--- src/rtl/elbeth_fetch_unit_if.sv ---
// Instruction-memory request/response bus between the fetch unit and the memory.
//   imem_req    : request valid (master -> slave)
//   imem_addr   : word-aligned request address (master -> slave)
//   imem_gnt    : request accepted this cycle (slave -> master)
//   imem_rvalid : response valid, earliest one cycle after grant (slave -> master)
//   imem_rdata  : response instruction (slave -> master)
//   imem_err    : bus error, qualified by imem_rvalid (slave -> master)
interface elbeth_fetch_unit_if;
  logic        imem_req;
  logic [31:0] imem_addr;
  logic        imem_gnt;
  logic        imem_rvalid;
  logic [31:0] imem_rdata;
  logic        imem_err;

  modport master (
    output imem_req, imem_addr,
    input  imem_gnt, imem_rvalid, imem_rdata, imem_err
  );

  modport slave (
    input  imem_req, imem_addr,
    output imem_gnt, imem_rvalid, imem_rdata, imem_err
  );
endinterface

--- src/rtl/elbeth_fetch_unit.sv ---
// Instruction fetch stage. Turns the current PC into one instruction-memory transaction at a
// time and presents the fetched instruction, its PC and exception flags to decode.
//   clk, rst          : clock, asynchronous active-high reset
//   pc                : current PC from the PC register
//   flush             : redirect/kill from the pipeline controller
//   id_stall          : decode cannot accept the instruction this cycle
//   imem              : instruction-memory bus (master side)
//   fetch_stall       : combinational hold for the PC register
//   if_valid          : registered, if_instr/if_pc hold a valid instruction
//   if_instr, if_pc   : registered instruction (NOP when invalid/exception) and its PC
//   if_exc_fault      : registered, fetch returned a bus error
//   if_exc_misaligned : registered, PC was not word-aligned
module elbeth_fetch_unit (
  input  logic                       clk,
  input  logic                       rst,
  input  logic [31:0]                pc,
  input  logic                       flush,
  input  logic                       id_stall,
  elbeth_fetch_unit_if.master        imem,
  output logic                       fetch_stall,
  output logic                       if_valid,
  output logic [31:0]                if_instr,
  output logic [31:0]                if_pc,
  output logic                       if_exc_fault,
  output logic                       if_exc_misaligned
);

  localparam logic [31:0] Nop = 32'h0000_0013;

  typedef enum logic [2:0] {StIdle, StReq, StWait, StHold, StDrain} state_e;

  state_e      state_q, state_d;
  logic [31:0] pend_pc_q;
  logic        valid_q, fault_q, mis_q;
  logic [31:0] instr_q, ipc_q;
  logic        pc_aligned;
  logic        load_mis, load_rsp;

  assign pc_aligned = (pc[1:0] == 2'b00);

  // State register
  always_ff @(posedge clk or posedge rst) begin
    if (rst) begin
      state_q <= StIdle;
    end else begin
      state_q <= state_d;
    end
  end

  // Next state; flush takes priority in every state
  always_comb begin
    state_d = state_q;
    unique case (state_q)
      StIdle: begin
        if (!flush) state_d = StReq;
      end
      StReq: begin
        if (flush) begin
          // A request granted in the flush cycle is in flight and must be drained
          state_d = (imem.imem_req && imem.imem_gnt) ? StDrain : StReq;
        end else if (!pc_aligned) begin
          state_d = id_stall ? StHold : StReq;
        end else if (imem.imem_gnt) begin
          state_d = StWait;
        end
      end
      StWait: begin
        if (imem.imem_rvalid) begin
          state_d = (flush || !id_stall) ? StReq : StHold;
        end else if (flush) begin
          state_d = StDrain;
        end
      end
      StHold: begin
        if (!flush && !id_stall) state_d = StReq;
      end
      StDrain: begin
        if (imem.imem_rvalid) state_d = StReq;
      end
      default: state_d = StIdle;
    endcase
  end

  // Outputs and load strobes
  always_comb begin
    imem.imem_req  = 1'b0;
    imem.imem_addr = 32'h0;
    fetch_stall    = 1'b1;
    load_mis       = 1'b0;
    load_rsp       = 1'b0;
    unique case (state_q)
      StReq: begin
        if (pc_aligned) begin
          imem.imem_req  = 1'b1;
          imem.imem_addr = pc;
        end else begin
          fetch_stall = id_stall;
          load_mis    = 1'b1;
        end
      end
      StWait: begin
        fetch_stall = !(imem.imem_rvalid && !id_stall);
        load_rsp    = imem.imem_rvalid;
      end
      StHold: begin
        fetch_stall = id_stall;
      end
      default: begin
      end
    endcase
    // Let the PC register take the redirect target
    if (flush) fetch_stall = 1'b0;
  end

  // Pending PC and decode-facing output registers
  always_ff @(posedge clk or posedge rst) begin
    if (rst) begin
      pend_pc_q <= 32'h0;
      valid_q   <= 1'b0;
      fault_q   <= 1'b0;
      mis_q     <= 1'b0;
      instr_q   <= Nop;
      ipc_q     <= 32'h0;
    end else begin
      if (imem.imem_req && imem.imem_gnt) pend_pc_q <= pc;
      if (flush) begin
        valid_q <= 1'b0;
        fault_q <= 1'b0;
        mis_q   <= 1'b0;
        instr_q <= Nop;
      end else if (load_mis) begin
        valid_q <= 1'b1;
        fault_q <= 1'b0;
        mis_q   <= 1'b1;
        instr_q <= Nop;
        ipc_q   <= pc;
      end else if (load_rsp) begin
        valid_q <= 1'b1;
        fault_q <= imem.imem_err;
        mis_q   <= 1'b0;
        instr_q <= imem.imem_err ? Nop : imem.imem_rdata;
        ipc_q   <= pend_pc_q;
      end else if (valid_q && !id_stall) begin
        valid_q <= 1'b0;
      end
    end
  end

  assign if_valid          = valid_q;
  assign if_instr          = instr_q;
  assign if_pc             = ipc_q;
  assign if_exc_fault      = fault_q;
  assign if_exc_misaligned = mis_q;

endmodule

--- src/flat_wrapper.sv ---
// flat-port wrapper written by rule: the top's interface ports become plain ports
module elbeth_fetch_unit_flat 
  (clk, rst, pc, flush, id_stall, fetch_stall, if_valid, if_instr, if_pc, if_exc_fault, if_exc_misaligned, imem_imem_req, imem_imem_addr, imem_imem_gnt, imem_imem_rvalid, imem_imem_rdata, imem_imem_err);
  elbeth_fetch_unit_if imem_i ();
  input  logic clk;
  input  logic rst;
  input  logic [31:0] pc;
  input  logic flush;
  input  logic id_stall;
  output logic fetch_stall;
  output logic if_valid;
  output logic [31:0] if_instr;
  output logic [31:0] if_pc;
  output logic if_exc_fault;
  output logic if_exc_misaligned;
  output wire logic [$bits(imem_i.imem_req)-1:0] imem_imem_req;
  output wire logic [$bits(imem_i.imem_addr)-1:0] imem_imem_addr;
  input wire logic [$bits(imem_i.imem_gnt)-1:0] imem_imem_gnt;
  input wire logic [$bits(imem_i.imem_rvalid)-1:0] imem_imem_rvalid;
  input wire logic [$bits(imem_i.imem_rdata)-1:0] imem_imem_rdata;
  input wire logic [$bits(imem_i.imem_err)-1:0] imem_imem_err;
  assign imem_imem_req = imem_i.imem_req;
  assign imem_imem_addr = imem_i.imem_addr;
  assign imem_i.imem_gnt = imem_imem_gnt;
  assign imem_i.imem_rvalid = imem_imem_rvalid;
  assign imem_i.imem_rdata = imem_imem_rdata;
  assign imem_i.imem_err = imem_imem_err;
  elbeth_fetch_unit u_core (.clk(clk), .rst(rst), .pc(pc), .flush(flush), .id_stall(id_stall), .imem(imem_i), .fetch_stall(fetch_stall), .if_valid(if_valid), .if_instr(if_instr), .if_pc(if_pc), .if_exc_fault(if_exc_fault), .if_exc_misaligned(if_exc_misaligned));
endmodule
--- config.mk ---
export PLATFORM = sky130hd
export DESIGN_NAME = elbeth_fetch_unit_flat
export DESIGN_NICKNAME = d
export VERILOG_FILES = /design/src/rtl/elbeth_fetch_unit_if.sv /design/src/rtl/elbeth_fetch_unit.sv /design/src/flat_wrapper.sv
export SDC_FILE = /design/constraint.sdc
export NUM_CORES = 1
export LEC_CHECK = 0
export CORE_MARGIN = 2
export CORE_UTILIZATION = 32
export DETAILED_ROUTE_END_ITERATION = 8
export PLACE_DENSITY = 0.69
export SYNTH_ARGS = -nofsm -noshare
export SYNTH_HDL_FRONTEND = slang
export SYNTH_SLANG_ARGS = --single-unit
--- constraint.sdc ---
create_clock -name clk -period 3.7 [get_ports clk]
set_input_delay 0.555 -clock clk [delete_from_list [all_inputs] [get_ports clk]]
set_output_delay 0.555 -clock clk [all_outputs]
set_load 0.02 [all_outputs]
# Word level (Yosys, flattened, before mapping)
# Cells that the tools add are included.
[totals]
inputBits = 71
regBits = 102
out_inout_bits = 101
elab_cells = 70
[op_classes]
muxes = 38
reduce_logical = 15
eq_ne = 9
n_bitwise = 1
[ops]
columns = ["op", "n"]
rows = [
  ["$mux W32", 8],
  ["$mux W3", 9],
  ["$mux W1", 17],
  ["$pmux W3 S5", 1],
  ["$eq A3 B2 Y1 const B", 2],
  ["$reduce_and A5 Y1", 1],
  ["$logic_and A1 B1 Y1", 4],
  ["$mux W2", 2],
  ["$ne A2 B2 Y1 const B", 2],
  ["$ne A4 B4 Y1 const B", 1],
  ["$reduce_bool A4 Y1", 1],
  ["$eq A3 B1 Y1 const B", 1],
  ["$eq A3 B3 Y1 const B", 1],
  ["$logic_not A1 Y1", 3],
  ["$logic_not A3 Y1", 1],
  ["$ne A3 B3 Y1 const B", 1],
  ["$pmux W1 S3", 1],
  ["$reduce_bool A3 Y1", 1],
  ["$logic_not A2 Y1", 1],
  ["$ne A2 B1 Y1 const B", 1],
  ["$reduce_and A2 Y1", 1],
  ["$reduce_bool A2 Y1", 1],
  ["$logic_or A1 B1 Y1", 1],
  ["$not A1 Y1", 1],
]

# Logic depth before layout (Yosys ltp)
[depth]
depth_word = 7
ltp_mapped = 8
depth_no_buf = 5

# Worst setup path before layout
# Ideal clock, no wire load.
[synth_path]
path_type = "register to register"
startpoint = "reg u_core.state_q[1]"
endpoint = "reg u_core.ipc_q[10] (netlist: u_core.if_pc[10])"
arrival_time_ns = 1.844
n_path_buf = 2
path_stages_with_launch = 7
required_time_ns = 3.575
path_slack_ns = 1.731
setup_ns = 0.125
period_less_slack_ns = 1.969
cell_sequence = "dfrtp_1 buf_6 nor3b_4 and2b_1 buf_4 mux2_2 mux2_2"
[synth_via]
elab_chain_len = 4
elab_cells_between_ends = 7
cone_classes = "2 x eq/ne; 3 x mux; 2 x reduce/logical"
[synth_lines]
columns = ["item", "line", "source"]
rows = [
  ["start: declaration", "elbeth_fetch_unit.sv:32", "state_e state_q, state_d;"],
  ["start signal: assignment", "elbeth_fetch_unit.sv:44", "state_q <= StIdle;"],
  ["start signal: assignment", "elbeth_fetch_unit.sv:46", "state_q <= state_d;"],
  ["$eq A3 B2 Y1 or $eq A3 B1 Y1 (tied branches)", "elbeth_fetch_unit.sv:91", "unique case (state_q)"],
  ["$mux W1", "elbeth_fetch_unit.sv:91", ""],
  ["$reduce_bool A2 Y1 (no source line)", "n/a", ""],
  ["$reduce_and A2 Y1 (no source line)", "n/a", ""],
  ["end signal: assignment", "elbeth_fetch_unit.sv:136", "ipc_q <= pc;"],
  ["end signal: assignment", "elbeth_fetch_unit.sv:142", "ipc_q <= pend_pc_q;"],
  ["end: declaration", "elbeth_fetch_unit.sv:35", "logic [31:0] instr_q, ipc_q;"],
]
# Parallel ways exist; a longest one is shown, timed or not.
# A chain may end at the register's enable or synchronous reset.

# Worst setup path in the final report
[layout_path]
startpoint = "reg u_core.state_q[0]"
endpoint = "out fetch_stall"
[layout_via]
elab_chain_len = 3
elab_cells_between_ends = 5
cone_classes = "3 x eq/ne; 2 x mux"
[layout_lines]
columns = ["item", "line", "source"]
rows = [
  ["$eq A3 B2 Y1 or $eq A3 B1 Y1 (tied branches)", "elbeth_fetch_unit.sv:91", ""],
  ["$pmux W1 S3 *", "elbeth_fetch_unit.sv:91", ""],
  ["$mux W1 *", "elbeth_fetch_unit.sv:112", "if (flush) fetch_stall = 1'b0;"],
  ["end: declaration", "flat_wrapper.sv:10", "output logic fetch_stall;"],
]
# Mark *: on every way between the ends. The rest lies on a longest branch, timed or not.

==> metrics.csv <==
stage,metric,value,unit
synthesis,yosysTopAreaCell,dfrtp_1,
cells_and_area,fillers,1301,
cells_and_area,layout-drive-gt1-share,0.2441,
floorplanning,die_w,125.3,um
cells_and_area,syn2layout_area_growth,45.39,%
clock_network,clk_path_buf_depth,2,
route,drcViolationCount,0,
synthesis,yosysWarnings,0,
route,drt_wl_total,11.64,mm
place,portBuffers,169,
worst_setup_path,critPathMaxFanout,28,
sta,slew_viol_final,0,
synthesis,ys_seq_area_frac,0.5432,
pwr,power.density,695.4,nW/um2
synthesis,yosysTopAreaCellShare,0.5265,
synthesis,synth_cell_types,37,
global_route,grt_remaining_overflow,0,
synthesis,synth_flop_cell,dfrtp_1,
global_route,grt_pass1_vias,3554,
global_route,grt.total_usage,0.1511,
worst_hold_path,hp-start,u_core.pend_pc_q[13],
clock_network,cts_made_buffers,9,
route,wl_met1,5.069,mm
sta,setup_tns,0,ps
clock_network,numClockSinks,102,
cells_and_area,antenna_cells,0,
global_route,grt_max_degree,57,
worst_hold_path,holdCritPathClass,register to register,
place,post-place-cells,680,
worst_setup_path,crit_arrival,2520,ps
synthesis,synth.avg_cell_area,13.72,um2
worst_hold_path,min_to,u_core.pend_pc_q[13],
synthesis,synth_common_cells,"99 x dfrtp_1, 64 x mux2_2, 32 x a22o_1, 30 x and3_1, 20 x mux2_4",
sta,hold_violations,0,
status,status,completed,
cells_and_area,nets,578,
clock_network,postCtsHoldBufs,0,
route,dr.first_iter.drc_count,153,
worst_setup_path,reg2reg_from,u_core.state_q[0],
route,wl_per_cell,16.72,um
route,drt_first_pass_iters,4,
worst_setup_path,reg2reg_depth,6,
worst_setup_path,cp-startpoint,u_core.state_q[0],
floorplanning,core,14420,um2
clock_network,clk_pin_slew,70,ps
synthesis,syn-instance-count,343,
worst_setup_path,rr_endpoint,u_core.pend_pc_q[11],
clock_network,cts_resized,0,
worst_setup_path,r2r_slack,1050,ps
floorplanning,initial_core_util,0.3262,
route,wl_met3,717,um
route,top_layer_used,met4,
route,via_count,3445,
synthesis,ys_async_sr_fraction,1.000,
synthesis,yosys_register_bits,102,
route,antenna_left,0,
route,routed_via_density,4.950,
synthesis,synth_edf_count,0,
synthesis,synth_area,4706,um2
sta,fin_crit_sh,0.8311,
global_route,antenna_found_initial,0,
sta,slew-limit-headroom,0.4312,
cells_and_area,utilization,0.4743,
synthesis,synth.area.top_cells,"dfrtp_1 53%, mux2_2 15%, mux2_4 6.4%",
sta,finalSetupViolCount,0,
clock_network,cts-htree-levels,3,
synthesis,synth.most_common_cell,dfrtp_1,
clock_network,clockRootBuffer,clkbuf_16,
pwr,ir_drop,0.0003683,V
sta,rsz0062_at_grt,no,
run,cap_violations,0,
worst_hold_path,hold_depth,1,
floorplanning,dieArea,15690,um2
pwr,p_leak,0.003022,uW
place,hpwlAfterDp,8.258,mm
cells_and_area,final-instance-count-excl-fill,696,
global_route,grt_pass1_wl,18.97,mm
route,dr_wl_met2,5.645,mm
sta,fmax,325.2,MHz
clock_network,clk_latency,340,ps
sta,period_minus_slack,3075,ps
worst_setup_path,worstPathRequired,3140,ps
floorplanning,die_h,125.3,um
clock_network,cts_tree,built,
worst_setup_path,crit_type,register to output pin,
sta,tightest_slew,850.1,ps
pwr,power,4757,uW
clock_network,postCtsSetupBuffers,0,
worst_setup_path,worst_setup_path_start_kind,register,
sta,final.setup_skew,6.040,ps
floorplanning,io_pins,172,
place,routabilityCongestion,0.7486,
worst_setup_path,crit_path_end_kind,output pin,
floorplanning,rows,44,
==> flip-flops by register name, summed over array words and instances, names as in the netlist <==
register,cells
u_core.if_exc_fault,1
u_core.if_exc_misaligned,1
u_core.if_instr,32
u_core.if_pc,32
u_core.if_valid,1
u_core.pend_pc_q,32
u_core.state_q,3
==> placed cells by master (no fill, tap or decap), drive strengths merged, types with 3 or more instances in the layout <==
cell type / instances
nor2: 7
mux2: 92
nor3: 8
buf: 11
o21ai: 7
clkdlybuf4s50: 169
inv: 6
clkinv: 3
dfstp: 3
clkbuf: 11
a22o: 32
mux2i: 3
dfrtp: 99
nand2: 6
and3: 30
a21oi: 6
==> worst max-delay path by stage <==
stage                                endpoint  slack (ps)  cells past startpoint
after floorplan           u_core.if_exc_fault         470                      1
after detailed placement      u_core.if_pc[3]         850                      6
after global routing              fetch_stall         430                      5
final                             fetch_stall         630                      5
after CTS                         fetch_stall         580                      5
after global placement     imem_imem_addr[18]         880                      5
==> final cells by class <==
cell class	instances	area, um2	share of cell area
timing repair buffer	180	1799	0.2630
inverter	4	17.52	0.002560
clock buffer	11	242.7	0.03548
sequential	102	2556	0.3736
multi-input combinational	210	1953	0.2855
clock inverter	5	42.54	0.006218
tap	184	230.2	0.03365
==> through the flow <==
step / worst slack (ps) / hold slack, ps / area (um2)
2_1_floorplan: 474.5 / 454.5 / 4710
3_3_place_gp: 878.8 / 469.3 / 6556
3_5_place_dp: 851.4 / 477.9 / 6556
4_1_cts: 578.4 / 493.7 / 6842
5_1_grt: 425.2 / 501.0 / 6842
6_report: 625.1 / 492.0 / 6842
==> layer usage <==
metal,track usage,up-vias
li1,-,1580
met2,0.2455,119
met3,0.04322,16
met4,0.05425,0
met5,0,-
met1,0.1933,1730
==> power by group <==
group / leakage, uW / internal, uW / switching (uW) / total, uW
sequential: 0.00130 / 1490 / 221 / 1710
clock: 0.000142 / 484 / 421 / 905
combinational: 0.00158 / 1200 / 940 / 2140
total: 0.00302 / 3170 / 1580 / 4760
==> worst max-delay path, cell delays in order (launching register included) <==
cell             delay (ps)
dfrtp_1                 570
nor3b_4                 510
buf_12                  240
nand2_2                  90
a21oi_1                 140
clkdlybuf4s50_1         620
==> logic make-up after synthesis <==
kind of cell	synth area share
flops	0.5432
simple gates	0.07605
other cells	0.0007969
buf+inv	0.04547
compound gates	0.09200
mux	0.2425
Note: power is estimated with default switching activity, not from simulation.
